`config.mk`:
```
export PLATFORM = sky130hd
export DESIGN_NAME = hub75_bcm_scheduler
export DESIGN_NICKNAME = d
export VERILOG_FILES = /design/src/rtl/hub75_pkg.sv /design/src/rtl/bcm_display_timer.sv /design/src/rtl/hub75_bcm_scheduler.sv
export SDC_FILE = /design/constraint.sdc
export NUM_CORES = 1
export LEC_CHECK = 0
export CORE_ASPECT_RATIO = 1.25
export CORE_MARGIN = 10
export CORE_UTILIZATION = 51
export CTS_BUF_LIST = sky130_fd_sc_hd__clkbuf_8
export DETAILED_ROUTE_END_ITERATION = 8
export PLACE_DENSITY_LB_ADDON = 0.08
export SLEW_MARGIN = 20
export SYNTH_ARGS = -nofsm -noshare
export SYNTH_HDL_FRONTEND = slang
export SYNTH_SLANG_ARGS = --single-unit
```
`constraint.sdc`:
```
create_clock -name clk_in -period 2.4 [get_ports clk_in]
set_input_delay 0.72 -clock clk_in [delete_from_list [all_inputs] [get_ports clk_in]]
set_output_delay 0.72 -clock clk_in [all_outputs]
set_load 0.01 [all_outputs]
```
`src/rtl/hub75_pkg.sv`:
```
// hub75_pkg: shared definitions for the HUB75 BCM frame scheduler.
//   - FSM state encoding
//   - colour-field offsets into the framebuffer word {R1,G1,B1,R2,G2,B2}
//   - plane display length and a clog2 helper that never returns 0
package hub75_pkg;

  typedef logic [2:0] state_t;

  localparam state_t S_IDLE     = 3'd0;
  localparam state_t S_FETCH    = 3'd1;
  localparam state_t S_SHIFT_LO = 3'd2;
  localparam state_t S_SHIFT_HI = 3'd3;
  localparam state_t S_BLANK    = 3'd4;
  localparam state_t S_LATCH    = 3'd5;
  localparam state_t S_DISPLAY  = 3'd6;

  // Field index (in units of COLOR_BITS) of each channel; R1 is the MSB field.
  localparam int OFF_R1 = 5;
  localparam int OFF_G1 = 4;
  localparam int OFF_B1 = 3;
  localparam int OFF_R2 = 2;
  localparam int OFF_G2 = 1;
  localparam int OFF_B2 = 0;

  // Display cycles for a bit-plane: weight doubles with significance.
  function automatic int plane_ticks(input int base, input int plane);
    return base << plane;
  endfunction

  function automatic int clog2_min1(input int v);
    return (v <= 2) ? 1 : $clog2(v);
  endfunction

endpackage

```
`src/rtl/bcm_display_timer.sv`:
```
// bcm_display_timer: down-counter that produces the OE window for one plane.
//   clk_in, rst   : clock, async active-high reset
//   i_load        : load length for i_plane (counter runs from next cycle)
//   i_plane       : bit-plane being displayed
//   o_active      : window open (one cycle per display tick)
//   o_expire      : last cycle of the window
module bcm_display_timer
  import hub75_pkg::*;
#(
  parameter int BASE_TICKS = 4,
  parameter int COLOR_BITS = 4,
  parameter int PLANE_W    = 2
) (
  input  logic               clk_in,
  input  logic               rst,
  input  logic               i_load,
  input  logic [PLANE_W-1:0] i_plane,
  output logic               o_active,
  output logic               o_expire
);

  // Counter holds (length - 1) at most, sized for the heaviest plane.
  localparam int CNT_W = $clog2(plane_ticks(BASE_TICKS, COLOR_BITS - 1) + 1);

  logic [CNT_W-1:0] r_cnt;
  logic             r_run;
  logic [CNT_W-1:0] w_load_val;

  assign w_load_val = CNT_W'(plane_ticks(BASE_TICKS, int'(i_plane)) - 1);

  always_ff @(posedge clk_in or posedge rst) begin
    if (rst) begin
      r_cnt <= '0;
      r_run <= 1'b0;
    end else if (i_load) begin
      r_cnt <= w_load_val;
      r_run <= 1'b1;
    end else if (r_run) begin
      if (r_cnt == '0) r_run <= 1'b0;
      else             r_cnt <= r_cnt - 1'b1;
    end
  end

  assign o_active = r_run;
  assign o_expire = r_run && (r_cnt == '0);

endmodule

```
`src/rtl/hub75_bcm_scheduler.sv`:
```
// hub75_bcm_scheduler: scans rows and BCM bit-planes of a HUB75 panel.
//   clk_in, rst        : clock, async active-high reset
//   enable             : run; sampled only at plane boundaries
//   fb_addr/fb_rd      : framebuffer read {row,column}; data 1 cycle later
//   fb_rdata           : {R1,G1,B1,R2,G2,B2}, COLOR_BITS each
//   R1..B2_data        : serial colour bits to panel
//   A..E               : displayed row address
//   clk_out, LAT, OE_N : panel shift clock, latch, output enable (low)
//   done               : pulse on the last display cycle of a frame
//   busy               : not idle
// Per column: FETCH, SHIFT_LO (capture), SHIFT_HI (clk_out high).
// Per plane: columns, BLANK, LATCH, DISPLAY for BASE_TICKS<<plane cycles.
module hub75_bcm_scheduler
  import hub75_pkg::*;
#(
  parameter int  SCREEN_WIDTH = 32,
  parameter int  SCREEN_DEPTH = 16,
  parameter int  COLOR_BITS   = 4,
  parameter int  BASE_TICKS   = 4,
  localparam int ADDR_W       = $clog2(SCREEN_WIDTH * SCREEN_DEPTH / 2)
) (
  input  logic                    clk_in,
  input  logic                    rst,
  input  logic                    enable,
  output logic [ADDR_W-1:0]       fb_addr,
  output logic                    fb_rd,
  input  logic [6*COLOR_BITS-1:0] fb_rdata,
  output logic                    R1_data,
  output logic                    G1_data,
  output logic                    B1_data,
  output logic                    R2_data,
  output logic                    G2_data,
  output logic                    B2_data,
  output logic                    A,
  output logic                    B,
  output logic                    C,
  output logic                    D,
  output logic                    E,
  output logic                    clk_out,
  output logic                    LAT,
  output logic                    OE_N,
  output logic                    done,
  output logic                    busy
);

  localparam int COL_W   = clog2_min1(SCREEN_WIDTH);
  localparam int ROW_W   = clog2_min1(SCREEN_DEPTH / 2);
  localparam int PLANE_W = clog2_min1(COLOR_BITS);

  localparam logic [COL_W-1:0]   COL_LAST   = COL_W'(SCREEN_WIDTH - 1);
  localparam logic [ROW_W-1:0]   ROW_LAST   = ROW_W'(SCREEN_DEPTH / 2 - 1);
  localparam logic [PLANE_W-1:0] PLANE_LAST = PLANE_W'(COLOR_BITS - 1);

  state_t              r_state, w_next;
  logic [COL_W-1:0]    r_col;
  logic [ROW_W-1:0]    r_row;
  logic [PLANE_W-1:0]  r_plane;
  logic [5:0]          r_rgb;       // [5]=R1 .. [0]=B2
  logic [4:0]          r_row_addr;

  logic                  w_load, w_active, w_expire;
  logic                  w_col_last, w_row_last, w_plane_last;
  logic [5:0]            w_bits;
  logic [COLOR_BITS-1:0] w_field;

  assign w_col_last   = (r_col == COL_LAST);
  assign w_row_last   = (r_row == ROW_LAST);
  assign w_plane_last = (r_plane == PLANE_LAST);

  // Select bit [plane] out of each colour field.
  always_comb begin
    w_bits  = '0;
    w_field = '0;
    for (int k = 0; k < 6; k++) begin
      w_field   = fb_rdata[k*COLOR_BITS +: COLOR_BITS];
      w_bits[k] = w_field[r_plane];
    end
  end

  bcm_display_timer #(
    .BASE_TICKS (BASE_TICKS),
    .COLOR_BITS (COLOR_BITS),
    .PLANE_W    (PLANE_W)
  ) u_timer (
    .clk_in   (clk_in),
    .rst      (rst),
    .i_load   (w_load),
    .i_plane  (r_plane),
    .o_active (w_active),
    .o_expire (w_expire)
  );

  // State register
  always_ff @(posedge clk_in or posedge rst) begin
    if (rst) r_state <= S_IDLE;
    else     r_state <= w_next;
  end

  // Next state
  always_comb begin
    w_next = r_state;
    case (r_state)
      S_IDLE:     if (enable) w_next = S_FETCH;
      S_FETCH:    w_next = S_SHIFT_LO;
      S_SHIFT_LO: w_next = S_SHIFT_HI;
      S_SHIFT_HI: w_next = w_col_last ? S_BLANK : S_FETCH;
      S_BLANK:    w_next = S_LATCH;
      S_LATCH:    w_next = S_DISPLAY;
      S_DISPLAY:  if (w_expire) w_next = enable ? S_FETCH : S_IDLE;
      default:    w_next = S_IDLE;
    endcase
  end

  // Outputs decoded from the state register, so rst forces OE_N high at once.
  always_comb begin
    fb_rd   = (r_state == S_FETCH);
    clk_out = (r_state == S_SHIFT_HI);
    LAT     = (r_state == S_LATCH);
    w_load  = (r_state == S_LATCH);
    OE_N    = !((r_state == S_DISPLAY) && w_active);
    busy    = (r_state != S_IDLE);
    done    = (r_state == S_DISPLAY) && w_expire && w_row_last && w_plane_last;
  end

  // Scan position, shift data and row address.
  always_ff @(posedge clk_in or posedge rst) begin
    if (rst) begin
      r_col      <= '0;
      r_row      <= '0;
      r_plane    <= '0;
      r_rgb      <= '0;
      r_row_addr <= '0;
    end else begin
      case (r_state)
        S_SHIFT_LO: r_rgb <= {w_bits[OFF_R1], w_bits[OFF_G1], w_bits[OFF_B1],
                              w_bits[OFF_R2], w_bits[OFF_G2], w_bits[OFF_B2]};
        S_SHIFT_HI: begin
          if (w_col_last) begin
            r_col <= '0;
            r_rgb <= '0;  // blank data lines ahead of the latch
          end else begin
            r_col <= r_col + 1'b1;
          end
        end
        // Row address moves on entry to LATCH, well inside the OE_N=1 gap.
        S_BLANK:    r_row_addr <= 5'(r_row);
        S_DISPLAY: begin
          if (w_expire) begin
            if (w_plane_last) begin
              r_plane <= '0;
              r_row   <= w_row_last ? '0 : r_row + 1'b1;
            end else begin
              r_plane <= r_plane + 1'b1;
            end
          end
        end
        default: ;
      endcase
    end
  end

  assign fb_addr = ADDR_W'({r_row, r_col});
  assign {R1_data, G1_data, B1_data, R2_data, G2_data, B2_data} = r_rgb;
  assign {E, D, C, B, A} = r_row_addr;

endmodule

```
# ---- Word-level counts from Yosys, hierarchy flattened
# Index checks and enable logic that the tools add are counted.
dict set report word_totals {
  ff_bits 29
  latch_bits 0
  ramBits 0
  rom_bits 0
  input_bits 27
  output_inout_bits 25
  elab_cells 72
  n_memories 0
}
dict set report classes {
  n_addsub 5
  mul 0
  div_mod_pow 0
  n_lt_le_gt_ge 1
  eq_ne 13
  shift 1
  muxes 28
  bitwise_logic 0
  reduce_logical 16
}
# op n
set ops {}
lappend ops {{2-to-1 mux 6 bit} 4}
lappend ops {{case mux 3 bit (7 select lines)} 1}
lappend ops {{binary-select mux 1 bit (select 2 bit)} 6}
lappend ops {{equality test 3 bit (second input constant)} 4}
lappend ops {{2-to-1 mux 3 bit} 4}
lappend ops {{case mux 6 bit (2 select lines)} 1}
lappend ops {{2-to-1 mux 1 bit} 10}
lappend ops {{AND reduction 2 bit} 4}
lappend ops {{equality test 3 x 2 -> 1 bit (second input constant)} 2}
lappend ops {{zero test 6 bit} 1}
lappend ops {{!= test 2 bit (second input constant)} 3}
lappend ops {{left shift 3 x 2 -> 6 bit (first input constant)} 1}
lappend ops {{subtractor 6 x 1 -> 6 bit (second input constant)} 1}
lappend ops {{subtractor 6 x 2 -> 6 bit (second input constant)} 1}
lappend ops {{adder 5 x 1 -> 5 bit (second input constant)} 1}
lappend ops {{equality test 5 bit (second input constant)} 1}
lappend ops {{logical AND 1 bit} 5}
lappend ops {{2-to-1 mux 5 bit} 1}
lappend ops {{nonzero test 2 bit} 2}
lappend ops {{adder 3 x 1 -> 3 bit (second input constant)} 1}
lappend ops {{equality test 3 x 1 -> 1 bit (second input constant)} 1}
lappend ops {{zero test 3 bit} 1}
lappend ops {{< comparator 2 x 3 -> 1 bit (second input constant)} 1}
lappend ops {{AND reduction 3 bit} 1}
lappend ops {{6 further kinds} 6}

# ---- Depth between registers and ports, before layout
# Gate-level depths: netlist of run 1.
dict set report logic_depth {
  word_depth 5
  ltp_mapped 5
}

# ---- Hierarchy
# A second synthesis of run 1 with hierarchy kept.
dict set report unflattened {
  hier_cells 164
  area_unflattened_um2 1695.4
}
# module instances cells_per_inst area_each_um2 seq_area_each_um2
set modules_own_cells {}
lappend modules_own_cells {hub75_bcm_scheduler 1 116 1238.7 550.5}
lappend modules_own_cells {bcm_display_timer 1 48 456.7 175.2}

# ---- Worst setup path after synthesis of run 1
# Ideal clock, no wire load.
dict set report synth_timing {
  kind {reg2out}
  startpoint {reg u_timer.r_cnt[0]}
  endpoint {out done}
  arrival_time_ns 1.287
  required_ns 1.680
  setup_slack_ns 0.393
  path_stages_with_launch 6
  path_buffers 0
  cell_sequence {dfrtp_1 > inv_1 > ha_1 > and4bb_2 > nand3_1 > nor2_1}
}
dict set report synth_between {
  elab_chain_len 5
}
# item line_no
set synth_rtl {}
lappend synth_rtl {{from (decl)} bcm_display_timer.sv:25} ;# logic [CNT_W-1:0] r_cnt;
lappend synth_rtl {{from (signal assigned)} bcm_display_timer.sv:36} ;# r_cnt <= w_load_val;
lappend synth_rtl {{from (signal assigned)} bcm_display_timer.sv:40} ;# else r_cnt <= r_cnt - 1'b1;
lappend synth_rtl {{zero test 6 bit} bcm_display_timer.sv:45} ;# assign o_expire = r_run && (r_cnt == '0);
lappend synth_rtl {{logical AND 1 bit} bcm_display_timer.sv:45}
lappend synth_rtl {{logical AND 1 bit (3 in a row)} hub75_bcm_scheduler.sv:122} ;# done = (r_state == S_DISPLAY) && w_expire && w_row_last && w_plane_last;
lappend synth_rtl {{to (decl)} hub75_bcm_scheduler.sv:42} ;# output logic done,
# No other way between the ends.

# ---- Final worst setup path of run 1
dict set report layout_timing {
  startpoint {reg r_state[0]}
  endpoint {out fb_rd}
}
dict set report layout_between {
  elab_chain_len 1
}
# item line_no
set layout_rtl {}
lappend layout_rtl {{from (decl)} hub75_bcm_scheduler.sv:54} ;# state_t r_state, w_next;
lappend layout_rtl {{from (signal assigned)} hub75_bcm_scheduler.sv:96} ;# else r_state <= w_next;
lappend layout_rtl {{equality test 3 x 1 -> 1 bit} hub75_bcm_scheduler.sv:116} ;# fb_rd = (r_state == S_FETCH);
lappend layout_rtl {{to (decl)} hub75_bcm_scheduler.sv:26} ;# output logic fb_rd,
# No other way between the ends.

==> results of run 1 <==
through the flow:
stage / setup WS [ns] / total power [uW] / util [%] / hold slack, ns / cells
floorplan: 0.393 / 531 / - / 0.529 / 151
global placement: 0.0658 / 585 / 74.6 / 0.489 / 243
detailed placement: 0.0133 / 587 / 74.6 / 0.494 / 243
CTS: 0.0117 / 963 / 77.3 / 0.516 / 251
global route: 0.0120 / 993 / 77.3 / 0.537 / 251
finish: 0.109 / 956 / 77.3 / 0.514 / 251
cells in the final DEF (no fill, tap or decap), types with 2 or more instances in the layout:
master | Yosys | final
a31oi_1 | 4 | 4
clkinv_2 | 0 | 2
and3_1 | 2 | 2
inv_2 | 2 | 2
clkdlybuf4s50_1 | 0 | 45
or3_1 | 2 | 2
nand3b_1 | 3 | 3
clkbuf_8 | 0 | 5
a221o_1 | 2 | 2
conb_1 | 1 | 2
nand4_1 | 2 | 2
nand2b_1 | 3 | 3
a21oi_1 | 3 | 3
nand2_1 | 12 | 12
inv_1 | 9 | 10
mux4_2 | 6 | 6
mux2_2 | 9 | 9
a22o_1 | 6 | 6
dfrtp_1 | 29 | 28
ha_1 | 9 | 9
dlymetal6s2s_1 | 0 | 2
o21ai_0 | 3 | 3
nand3_1 | 3 | 3
nor2b_1 | 2 | 2
nor2_1 | 12 | 12
buf_4 | 2 | 13
nor3_1 | 4 | 4
what timing repair did:
item	CTS	global route
buffers inserted	0	0
setup endpoints to repair	2	3
hold endpoints to repair	0	0
hold buffers	0	0
resized for setup	3	4
pin swaps	0	0
final cells by class:
cell class              count  area [um^2]
multi-input cells         105          837
flip-flops and latches     29          727
fillers                   198          681
repair buffers             62          587
clock buffers               5         68.8
well taps                  36         45.0
inverters                  11         41.3
clock inverters             3         13.8
how the worst max path moves through the flow:
stage | startpoint | endpoint | cells past startpoint
2_1_floorplan | u_timer.r_cnt[0]$_DFFE_PP0P_ | done | 5
3_3_place_gp | u_timer.r_cnt[1]$_DFFE_PP0P_ | done | 6
3_5_place_dp | u_timer.r_cnt[1]$_DFFE_PP0P_ | done | 6
4_1_cts | r_state[1]$_DFFE_PP0P_ | LAT | 3
5_1_grt | r_state[0]$_DFFE_PP0P_ | fb_rd | 4
6_report | r_state[0]$_DFFE_PP0P_ | fb_rd | 4
flip-flops by register name, summed over array words and instances (netlist names):
name / count
u_timer.r_cnt: 6
r_rgb: 6
u_timer.o_active: 1
r_row_addr: 3
r_col: 5
r_row: 3
r_state: 3
r_plane: 2
cells in the mapped netlist (2+ instances only):
| library cell | number | area share, % |
|---|---|---|
| nand3_1 | 3 | 0.92 |
| a21oi_1 | 3 | 0.92 |
| buf_4 | 2 | 0.92 |
| dfrtp_1 | 29 | 44 |
| clkbuf_1 | 3 | 0.69 |
| inv_1 | 9 | 2.1 |
| inv_2 | 2 | 0.46 |
| nand2b_1 | 3 | 1.2 |
| and3_1 | 2 | 0.77 |
| a31oi_1 | 4 | 1.5 |
| o21ai_0 | 3 | 0.92 |
| nand2_1 | 12 | 2.8 |
| nor2_1 | 12 | 2.8 |
| nor3_1 | 4 | 1.2 |
| a221o_1 | 2 | 1.2 |
| nor2b_1 | 2 | 0.77 |
| ha_1 | 9 | 6.9 |
| mux2_2 | 9 | 6.2 |
| mux4_2 | 6 | 8.3 |
| or3_1 | 2 | 0.77 |
| nand3b_1 | 3 | 1.4 |
| nand4_1 | 2 | 0.77 |
| a22o_1 | 6 | 3.2 |
kinds of logic after synthesis:
group / Yosys count / synth area share, %
xor gates and xnor gates: 1 / 0.537
buffers and inverters: 17 / 4.45
and+or+nand+nor: 51 / 16.3
other: 1 / 0.230
DFF: 29 / 44.5
AOI/OAI and AO/OA: 26 / 12.0
adders and majority gates: 9 / 6.90
muxes: 16 / 15.1
metal layers:
metal,up-vias,global-route usage [%],share of wire (%)
met5,-,0,0
met3,10,6.43,7.2
li1,670,-,-
met4,0,4.39,2.0
met1,682,15.5,36
met2,43,27.6,55
power by group:
| group | internal [uW] | switching, uW | leakage (uW) | total (uW) |
|---|---|---|---|---|
| sequential | 494 | 3.10 | 0.000381 | 497 |
| clock | 196 | 182 | 0.0000491 | 378 |
| combinational | 56.2 | 24.2 | 0.000660 | 80.4 |
| total | 746 | 209 | 0.00109 | 956 |
==> metrics.md, run 1 <==
| Metric | Value |
|---|---|
| Final HPWL from detailed placement | `roughly 3400 um` |
| Initial DRC count | `86` |
| Htree depth | `2` |
| Most common flop cell mapped by yosys | `dfrtp_1` |
| Critical path fanouts, max | `8` |
| TritonCTS clock tree | `built` |
| Min cycle time layout | `~2.3 ns` |
| Max-cap violations | `0` |
| Io pins | `52` |
| Cell Area, Synth | `around 1600 um^2` |
| Setup crit end kind | `output pin` |
| Vias after detailed routing | `~1,400` |
| # nets final | `250` |
| Endpoint of the worst hold-timing path | `r_rgb[1]$_DFFE_PP0P_` |
| Std-Cell Rows | `22` |
| Routed wirelength normalized by instance count | `about 17 um` |
| Number of failing setup endpoints in the final timing report | `0` |
| Area of all placed cells without fillers | `2320 um^2` |
| Post-Route Setup TNS | `0 ns` |
| Routability-driven placement congestion ratio | `0.766` |
| Maximum number of pins on one net before global-route repair | `30` |
| Starting Density | `between 50% and 60%` |
| Worst min-delay path category | `reg2reg` |
| I/O Buffers | `a little under 50` |
| Power density of the placed cells | `between 400 and 500 nW/um^2` |
| Flip-flop and latch count after synthesis | `29` |
| Data arrival time at the worst-slack endpoint | `1.57 ns` |
| Area added between synthesis and finish | `42.2%` |
| Family of cells with the greatest summed delay on the critical path | `buffers and inverters` |
| Cell count of the worst reg-to-reg path | `5` |
| Number of library cell types mapped by synthesis | `between 40 and 50` |
| Largest incremental delay on the critical path | `between 0.5 and 0.6 ns` |
| Startpoint type of the worst setup path | `register` |
| Die width | `between 70 and 80 um` |
| Post-synthesis cell count | `150` |
| Launch point of the worst reg-to-reg path | `r_col[0]$_DFFE_PP0P_` |
| Total wire length after detailed routing | `4260 um` |
| Source-to-sink clock delay at the later pin of the worst-skew pair | `around 0.28 ns` |
| Actual slew at the worst max-slew pin | `around 0.54 ns` |
| Clock skew after layout | `roughly 0.0035 ns` |
| Part of the Yosys area used for sequential elements | `roughly 44%` |
| Total cell area at the placement stage | `around 2200 um^2` |
| Core region area | `between 3000 and 4000 um^2` |
| Unrepaired setup endpoints after global routing | `no` |
| Critical-path cell with the highest stage delay | `clkdlybuf4s50_1` |
| Clock buffers created by TritonCTS | `5` |
| Total Die Area | `5880 um^2` |
| Via-to-Cell Ratio | `roughly 5.6` |
| Flop2flop setup slack | `~0.55 ns` |
| Count of yosys warnings during synthesis | `0` |
| Number of diodes added for antenna fixing | `0` |
| First-pass GRT wire length | `approximately 7500 um` |
| Post-synth EDFFs | `0` |
| Number of nets with antenna violations after routing | `0` |
| Type of the worst setup path | `reg2out` |
| Count of pins over their slew limit | `0` |
| Terminus of the critical flop-to-flop path | `r_rgb[2]$_DFFE_PP0P_` |
| Total gr overflow | `0` |
| Final worst-path cycle share | `95.5%` |
| Final count of hold timing violations | `0` |
| Peak supply drop | `between 500 and 600 uV` |
| Pleak | `0.00109 uW` |
| Result of the run | `completed` |
| Share of layout cells above drive strength 1 | `between 15 and 20%` |
| Start point of the worst min-delay path | `r_rgb[1]$_DFFE_PP0P_` |
| Hold Path Stages | `1` |
| Chip height | `83.2 um` |
| Headroom to the max-slew limit | `between 60% and 70%` |
| Share of synthesized registers carrying an async set or reset | `between 90% and 100%` |
| Longest Clk Path Bufs | `2` |
| Ordered list of cells on the worst path | `buf_4 > inv_1 > nor3_1 > clkdlybuf4s50_1` |
| Root Buffer Master | `clkbuf_8` |
| Number of global-route vias before repair | `about 1,600` |
| First-pass iteration count of the detailed router | `4` |
| Required time reported for the critical path endpoint | `approximately 1.7 ns` |
| Clock slew at the register clock pins of the worst setup and hold paths | `around 0.060 ns` |
| Fmax | `between 400 and 500 MHz` |
| DRC violations left | `0` |
| Worst path buffer plus inverter count | `3` |
| Number of antenna violations at the first check in global routing | `0` |
| Clock Sinks | `29` |
| Global router's overall resource usage | `about 15%` |
| Mean cell area of the mapped netlist | `roughly 11 um^2` |
Power figures use the tool's default switching activity.
==> run 2: changes to the inputs <==
Settings changed: CORE_MARGIN 10 to not set, GPL_TIMING_DRIVEN set to 0.
==> metrics.md, run 2 (same netlist as run 1, synthesis figures left out) <==
| Metric | Value |
|---|---|
| Number of nets with antenna violations after routing | `0 (unchanged)` |
| DRC violations left | `0 (unchanged)` |
| Share of layout cells above drive strength 1 | `21.3% (+1.8 points)` |
| Vias after detailed routing | `1,380 (-1.8%)` |
| Data arrival time at the worst-slack endpoint | `1.64 ns (+0.07 ns)` |
| Std-Cell Rows | `22 (unchanged)` |
| Worst setup path startpoint | `r_state[2]$_DFFE_PP0P_` |
| Met2 track demand over resource in global routing | `41.3% (+14 points)` |
| Count of filler cells inserted in the layout | `214 (+8.1%)` |
| Area added between synthesis and finish | `42.3% (about the same)` |
| Source-to-sink clock delay at the later pin of the worst-skew pair | `0.28 ns (about the same)` |
| Number of antenna violations at the first check in global routing | `0 (unchanged)` |
| Number of hold-repair buffers added at the cts stage | `0 (unchanged)` |
| Registers with the most flip-flops | `r_rgb (6), u_timer.r_cnt (6), r_col (5)` |
| Worst min-delay path category | `reg2reg` |
| Result of the run | `completed` |
| Routability-driven placement congestion ratio | `0.742 (-3.1%)` |
| Htree depth | `2 (unchanged)` |
| Number of diodes added for antenna fixing | `0 (unchanged)` |
| Clock slew at the register clock pins of the worst setup and hold paths | `0.06 ns (about the same)` |
| Launch point of the worst reg-to-reg path | `r_col[0]$_DFFE_PP0P_` |
| Via-to-Cell Ratio | `5.59 (-0.19%)` |
| Number of failing setup endpoints in the final timing report | `0 (unchanged)` |
| TritonCTS clock tree | `built` |
| Total Die Area | `3430 um^2 (-42%)` |
| Power density of the placed cells | `438 nW/um^2 (+6.4%)` |
| Maximum number of pins on one net before global-route repair | `30 (unchanged)` |
| Overall power | `1020 uW (+6.5%)` |
| Initial DRC count | `33 (-62%)` |
| Critical path fanouts, max | `10 (+2)` |
| Area used by multi-input combinational logic | `857 um^2 (+2.4%)` |
| Root Buffer Master | `clkbuf_8` |
| Clock skew after layout | `0.00206 ns (-0.00146 ns)` |
| Starting Density | `54.4% (unchanged)` |
| Peak supply drop | `448 uV (-14%)` |
| Count of pins over their slew limit | `0 (unchanged)` |
| Actual slew at the worst max-slew pin | `0.611 ns (+0.0726 ns)` |
| Total gr overflow | `0 (unchanged)` |
| Start point of the worst min-delay path | `r_row_addr[1]$_DFFE_PP0P_` |
| Global-route layer with the greatest usage | `met2` |
| # nets final | `246 (-1.6%)` |
| Sequential standard cell area | `728 um^2 (+0.17%)` |
| Clock Sinks | `29 (unchanged)` |
| Top library cells by usage in the layout, fill and taps aside | `clkdlybuf4s50_1 (46), dfrtp_1 (27), nand2_1 (12), nor2_1 (11), mux2_2 (9)` |
| Io pins | `52 (unchanged)` |
| Pleak | `0.00108 uW (-1.4%)` |
| Type of the worst setup path | `reg2out` |
| Core region area | `3000 um^2 (unchanged)` |
| Chip height | `65.2 um (-22%)` |
| Headroom to the max-slew limit | `59.2% (-4.8 points)` |
| First-pass iteration count of the detailed router | `4 (unchanged)` |
| Global router's overall resource usage | `24.9% (+9.6 points)` |
| I/O Buffers | `49 (unchanged)` |
| Clock buffers created by TritonCTS | `5 (unchanged)` |
| Final HPWL from detailed placement | `2700 um (-22%)` |
| Total wire length after detailed routing | `3740 um (-12%)` |
| Routed wirelength normalized by instance count | `15.1 um (-11%)` |
| Setup crit end kind | `output pin` |
| WHS | `0.505 ns (-0.00911 ns)` |
| Commonest non-fill, non-tap cell in the layout | `clkdlybuf4s50_1` |
| Max-cap violations | `0 (unchanged)` |
| GR Util met3 | `6.48% (+0.053 points)` |
| Met1 Resource Use GR | `29.5% (+14 points)` |
| Final worst-path cycle share | `98.2% (+2.8 points)` |
| Die width | `52.6 um (-25%)` |
| First-pass GRT wire length | `6190 um (-18%)` |
| Startpoint type of the worst setup path | `register` |
| Final count of hold timing violations | `0 (unchanged)` |
| Min cycle time layout | `2.36 ns (+0.0667 ns)` |
| Required time reported for the critical path endpoint | `1.68 ns (about the same)` |
| Number of global-route vias before repair | `1,406 (-11%)` |
| Longest Clk Path Bufs | `2 (unchanged)` |
| Unrepaired setup endpoints after global routing | `no` |
| Fmax | `424 MHz (-2.8%)` |
## run 2: changes by cell type in the layout (fill, tap and decap cells not counted), moves of 2 or more
cell,before,now
clkbuf_8,5,7
buf_2,0,2
buf_4,13,6
inv_2,2,5
inv_1,10,6
## run 2: through the flow
step,setup slack [ns],util (%),TNS (ns),cell area (um^2),cells
after floorplan,0.393,-,0,1640,151
after global placement,-0.230,72.4,-0.230,2170,236
after detailed placement,-0.223,72.4,-0.223,2170,236
after CTS,0.0174,76.9,0,2310,246
after global routing,0.00357,77.4,0,2320,247
final,0.0422,77.4,0,2320,247
## run 2: worst max-delay path, cell delays in order, from the launching register on
cell and delay [ns]:
dfrtp_1 0.39, clkbuf_4 0.18, or3_1 0.31, clkdlybuf4s50_1 0.48
## run 2: path summary, 6_finish.rpt
path | cells after the start | slack (ns) | to
worst max-delay path | 3 | 0.04 | busy
worst min register to register | 1 | 0.50 | r_row_addr[1]$_DFFE_PP0P_
min in group asynchronous | 2 | 0.83 | r_row_addr[0]$_DFFE_PP0P_
worst max register to register | 5 | 0.55 | r_rgb[5]$_DFFE_PP0P_
max in group asynchronous | 2 | 1.13 | r_state[0]$_DFFE_PP0P_
worst min-delay path | 1 | 0.50 | r_row_addr[1]$_DFFE_PP0P_
## run 2: area by class of cell
| type | instances | area share (%) |
|---|---|---|
| Multi-Input combinational cell | 105 | 36.9 |
| Sequential cell | 29 | 31.4 |
| Timing Repair Buffer | 53 | 22.3 |
| Clock buffer | 7 | 4.15 |
| Tap cell | 36 | 1.94 |
| Inverter | 11 | 1.78 |
| Buffer | 5 | 1.35 |
| Clock inverter | 1 | 0.216 |
## run 2: where the power goes
group | internal, uW | leakage [uW] | switching, uW
registers | 494 | 0.000380 | 3.29
clock network | 259 | 0.0000542 | 180
logic | 57.2 | 0.000642 | 24.5
## run 2: routing by layer
layer / up-vias / wire length (um)
met1: 667 / 1560
met4: 0 / 61
met2: 39 / 1980
met3: 7 / 138
met5: - / 0
li1: 667 / -
## run 2: repair_timing
| item | CTS | global route |
|---|---|---|
| setup endpoints to repair | 6 | 3 |
| gates resized for setup | 13 | 3 |
| pin swaps | 1 | 0 |
| cloned | 0 | 0 |
| buffers inserted | 3 | 1 |
==> run 3: changes to the inputs <==
Settings changed: CTS_CLUSTER_SIZE set to 20, SETUP_SLACK_MARGIN set to 0.3.
==> metrics.md, run 3 (same netlist as run 1, synthesis figures left out) <==
| Metric | Value |
|---|---|
| Setup crit end kind | `output pin` |
| # nets final | `254 (+3.3%)` |
| Final HPWL from detailed placement | `2700 um (unchanged)` |
| Top library cells by usage in the layout, fill and taps aside | `clkdlybuf4s50_1 (43), dfrtp_1 (28), buf_4 (13), nand2_1 (12), nor2_1 (11)` |
| Total cell area at the placement stage | `2170 um^2 (unchanged)` |
| Number of hold-repair buffers added at the cts stage | `0 (unchanged)` |
| Peak supply drop | `449 uV (about the same)` |
| Largest incremental delay on the critical path | `0.39 ns (-0.09 ns)` |
| Number of diodes added for antenna fixing | `0 (unchanged)` |
| Via-to-Cell Ratio | `5.53 (-0.96%)` |
| Clock buffers created by TritonCTS | `5 (unchanged)` |
| Required time reported for the critical path endpoint | `1.68 ns (about the same)` |
| Total Die Area | `3430 um^2 (unchanged)` |
| TritonCTS clock tree | `built` |
| Htree depth | `2 (unchanged)` |
| Final count of hold timing violations | `0 (unchanged)` |
| Ordered list of cells on the worst path | `inv_2 > ha_4 > and4bb_2 > nand3_2 > nor2_1 > buf_2` |
| First-pass GRT wire length | `6360 um (+2.8%)` |
| Vias after detailed routing | `1,411 (+2.2%)` |
| Clock Sinks | `29 (unchanged)` |
| Final worst-path cycle share | `92.2% (-6.0 points)` |
| Maximum number of pins on one net before global-route repair | `30 (unchanged)` |
| Headroom to the max-slew limit | `58.8% (-0.42 points)` |
| Worst setup slack after layout | `0.187 ns (+0.145 ns)` |
| Source-to-sink clock delay at the later pin of the worst-skew pair | `0.28 ns (about the same)` |
| Type of the worst setup path | `reg2out` |
| Root Buffer Master | `clkbuf_8` |
| Die width | `52.6 um (unchanged)` |
| Number of failing setup endpoints in the final timing report | `0 (unchanged)` |
| Area added between synthesis and finish | `45.6%` |
| Area of all placed cells without fillers | `2380 um^2 (+2.4%)` |
| Chip height | `65.2 um (unchanged)` |
| I/O Buffers | `49 (unchanged)` |
| Critical-path cell with the highest stage delay | `dfrtp_1` |
| Std-Cell Rows | `22 (unchanged)` |
| Startpoint type of the worst setup path | `register` |
| Power density of the placed cells | `429 nW/um^2 (-2.2%)` |
| Fmax | `452 MHz (+6.5%)` |
| Family of cells with the greatest summed delay on the critical path | `simple AND/OR/NAND/NOR gates` |
| Min cycle time layout | `2.21 ns (-0.145 ns)` |
| Setup slack after placement | `-0.223 ns (unchanged)` |
| Global router's overall resource usage | `25.6% (+0.63 points)` |
| Placed cell count | `236 (unchanged)` |
| Total gr overflow | `0 (unchanged)` |
| Number of global-route vias before repair | `1,421 (+1.1%)` |
| Max-cap violations | `0 (unchanged)` |
| Data arrival time at the worst-slack endpoint | `1.49 ns (-0.15 ns)` |
| Pleak | `0.00110 uW (+2.1%)` |
| Final design utilization | `79.2% (+1.8 points)` |
| WHS | `0.505 ns (+0.0000130 ns)` |
| Critical path fanouts, max | `2 (-8)` |
| DRC violations left | `0 (unchanged)` |
| Total wire length after detailed routing | `3820 um (+2.4%)` |
| Clock slew at the register clock pins of the worst setup and hold paths | `0.06 ns (about the same)` |
| Registers with the most flip-flops | `r_rgb (6), u_timer.r_cnt (6), r_col (5)` |
| Clock skew after layout | `0.00235 ns (+0.000297 ns)` |
| Commonest non-fill, non-tap cell in the layout | `clkdlybuf4s50_1` |
| Io pins | `52 (unchanged)` |
| Count of filler cells inserted in the layout | `203 (-5.1%)` |
| Routed wirelength normalized by instance count | `15.0 um (-0.83%)` |
| First-pass iteration count of the detailed router | `4 (unchanged)` |
| Routability-driven placement congestion ratio | `0.742 (unchanged)` |
| Core region area | `3000 um^2 (unchanged)` |
| Result of the run | `completed` |
| Actual slew at the worst max-slew pin | `0.617 ns (+0.00634 ns)` |
| Number of antenna violations at the first check in global routing | `0 (unchanged)` |
| Sequential standard cell area | `727 um^2 (-0.17%)` |
| Worst path buffer plus inverter count | `2 (unchanged)` |
| Share of layout cells above drive strength 1 | `25.6% (+4.2 points)` |
| Longest Clk Path Bufs | `2 (unchanged)` |
| Number of nets with antenna violations after routing | `0 (unchanged)` |
| Worst min-delay path category | `reg2reg` |
| Initial DRC count | `36 (+9.1%)` |
| Post-route insts no fill | `255 (+3.2%)` |
| Area used by multi-input combinational logic | `858 um^2 (+0.15%)` |
| Count of pins over their slew limit | `0 (unchanged)` |
| Starting Density | `54.4% (unchanged)` |
| Unrepaired setup endpoints after global routing | `yes` |
[run 3: layout make-up]
type                            count  share of cell area [%]
Sequential cell                    29                    30.6
Timing Repair Buffer               60                    23.5
Inverter                           11                    1.74
Buffer                              6                    1.90
Multi-Input combinational cell    105                    36.1
Tap cell                           36                    1.90
Clock inverter                      1                   0.211
Clock buffer                        7                    4.05
[run 3: worst paths after layout]
kind                                              startpoint                         to  slack [ns]  depth (start not counted)
worst max register to register          r_col[0]$_DFFE_PP0P_       r_rgb[5]$_DFFE_PP0P_        0.55                          5
worst min-delay path               r_row_addr[1]$_DFFE_PP0P_  r_row_addr[1]$_DFFE_PP0P_        0.50                          1
worst max-delay path            u_timer.r_cnt[1]$_DFFE_PP0P_                       done        0.19                          6
min in group asynchronous                                rst       r_col[4]$_DFFE_PP0P_        0.83                          2
worst min register to register     r_row_addr[1]$_DFFE_PP0P_  r_row_addr[1]$_DFFE_PP0P_        0.50                          1
max in group asynchronous                                rst     r_state[1]$_DFFE_PP0P_        1.13                          2
[run 3: through the flow]
step / TNS (ns) / power [uW]
2_1_floorplan: 0 / 531
3_3_place_gp: -0.230 / 586
3_5_place_dp: -0.223 / 589
4_1_cts: 0 / 1030
5_1_grt: 0 / 1050
6_report: 0 / 1020
[run 3: power breakdown]
group	switching, uW	leakage, uW	internal (uW)
clock	181	0.0000542	259
sequential	3.33	0.000381	494
combinational	24.5	0.000662	57.2
[run 3: timing repair]
action,4_1_cts,5_1_grt
setup buffers,8,3
endpoints found under the hold margin,0,0
gates resized for setup,28,2
endpoints found under the setup margin,6,3
pin swaps,2,3
[run 3: layer usage]
layer  vias to the layer above  global-route usage (%)  share of wire, %
li1                        681                       -                 -
met1                       678                    31.0                40
met2                        44                    42.2                53
met3                         8                    6.02               4.3
met4                         0                    11.5               2.1
met5                         -                       0                 0
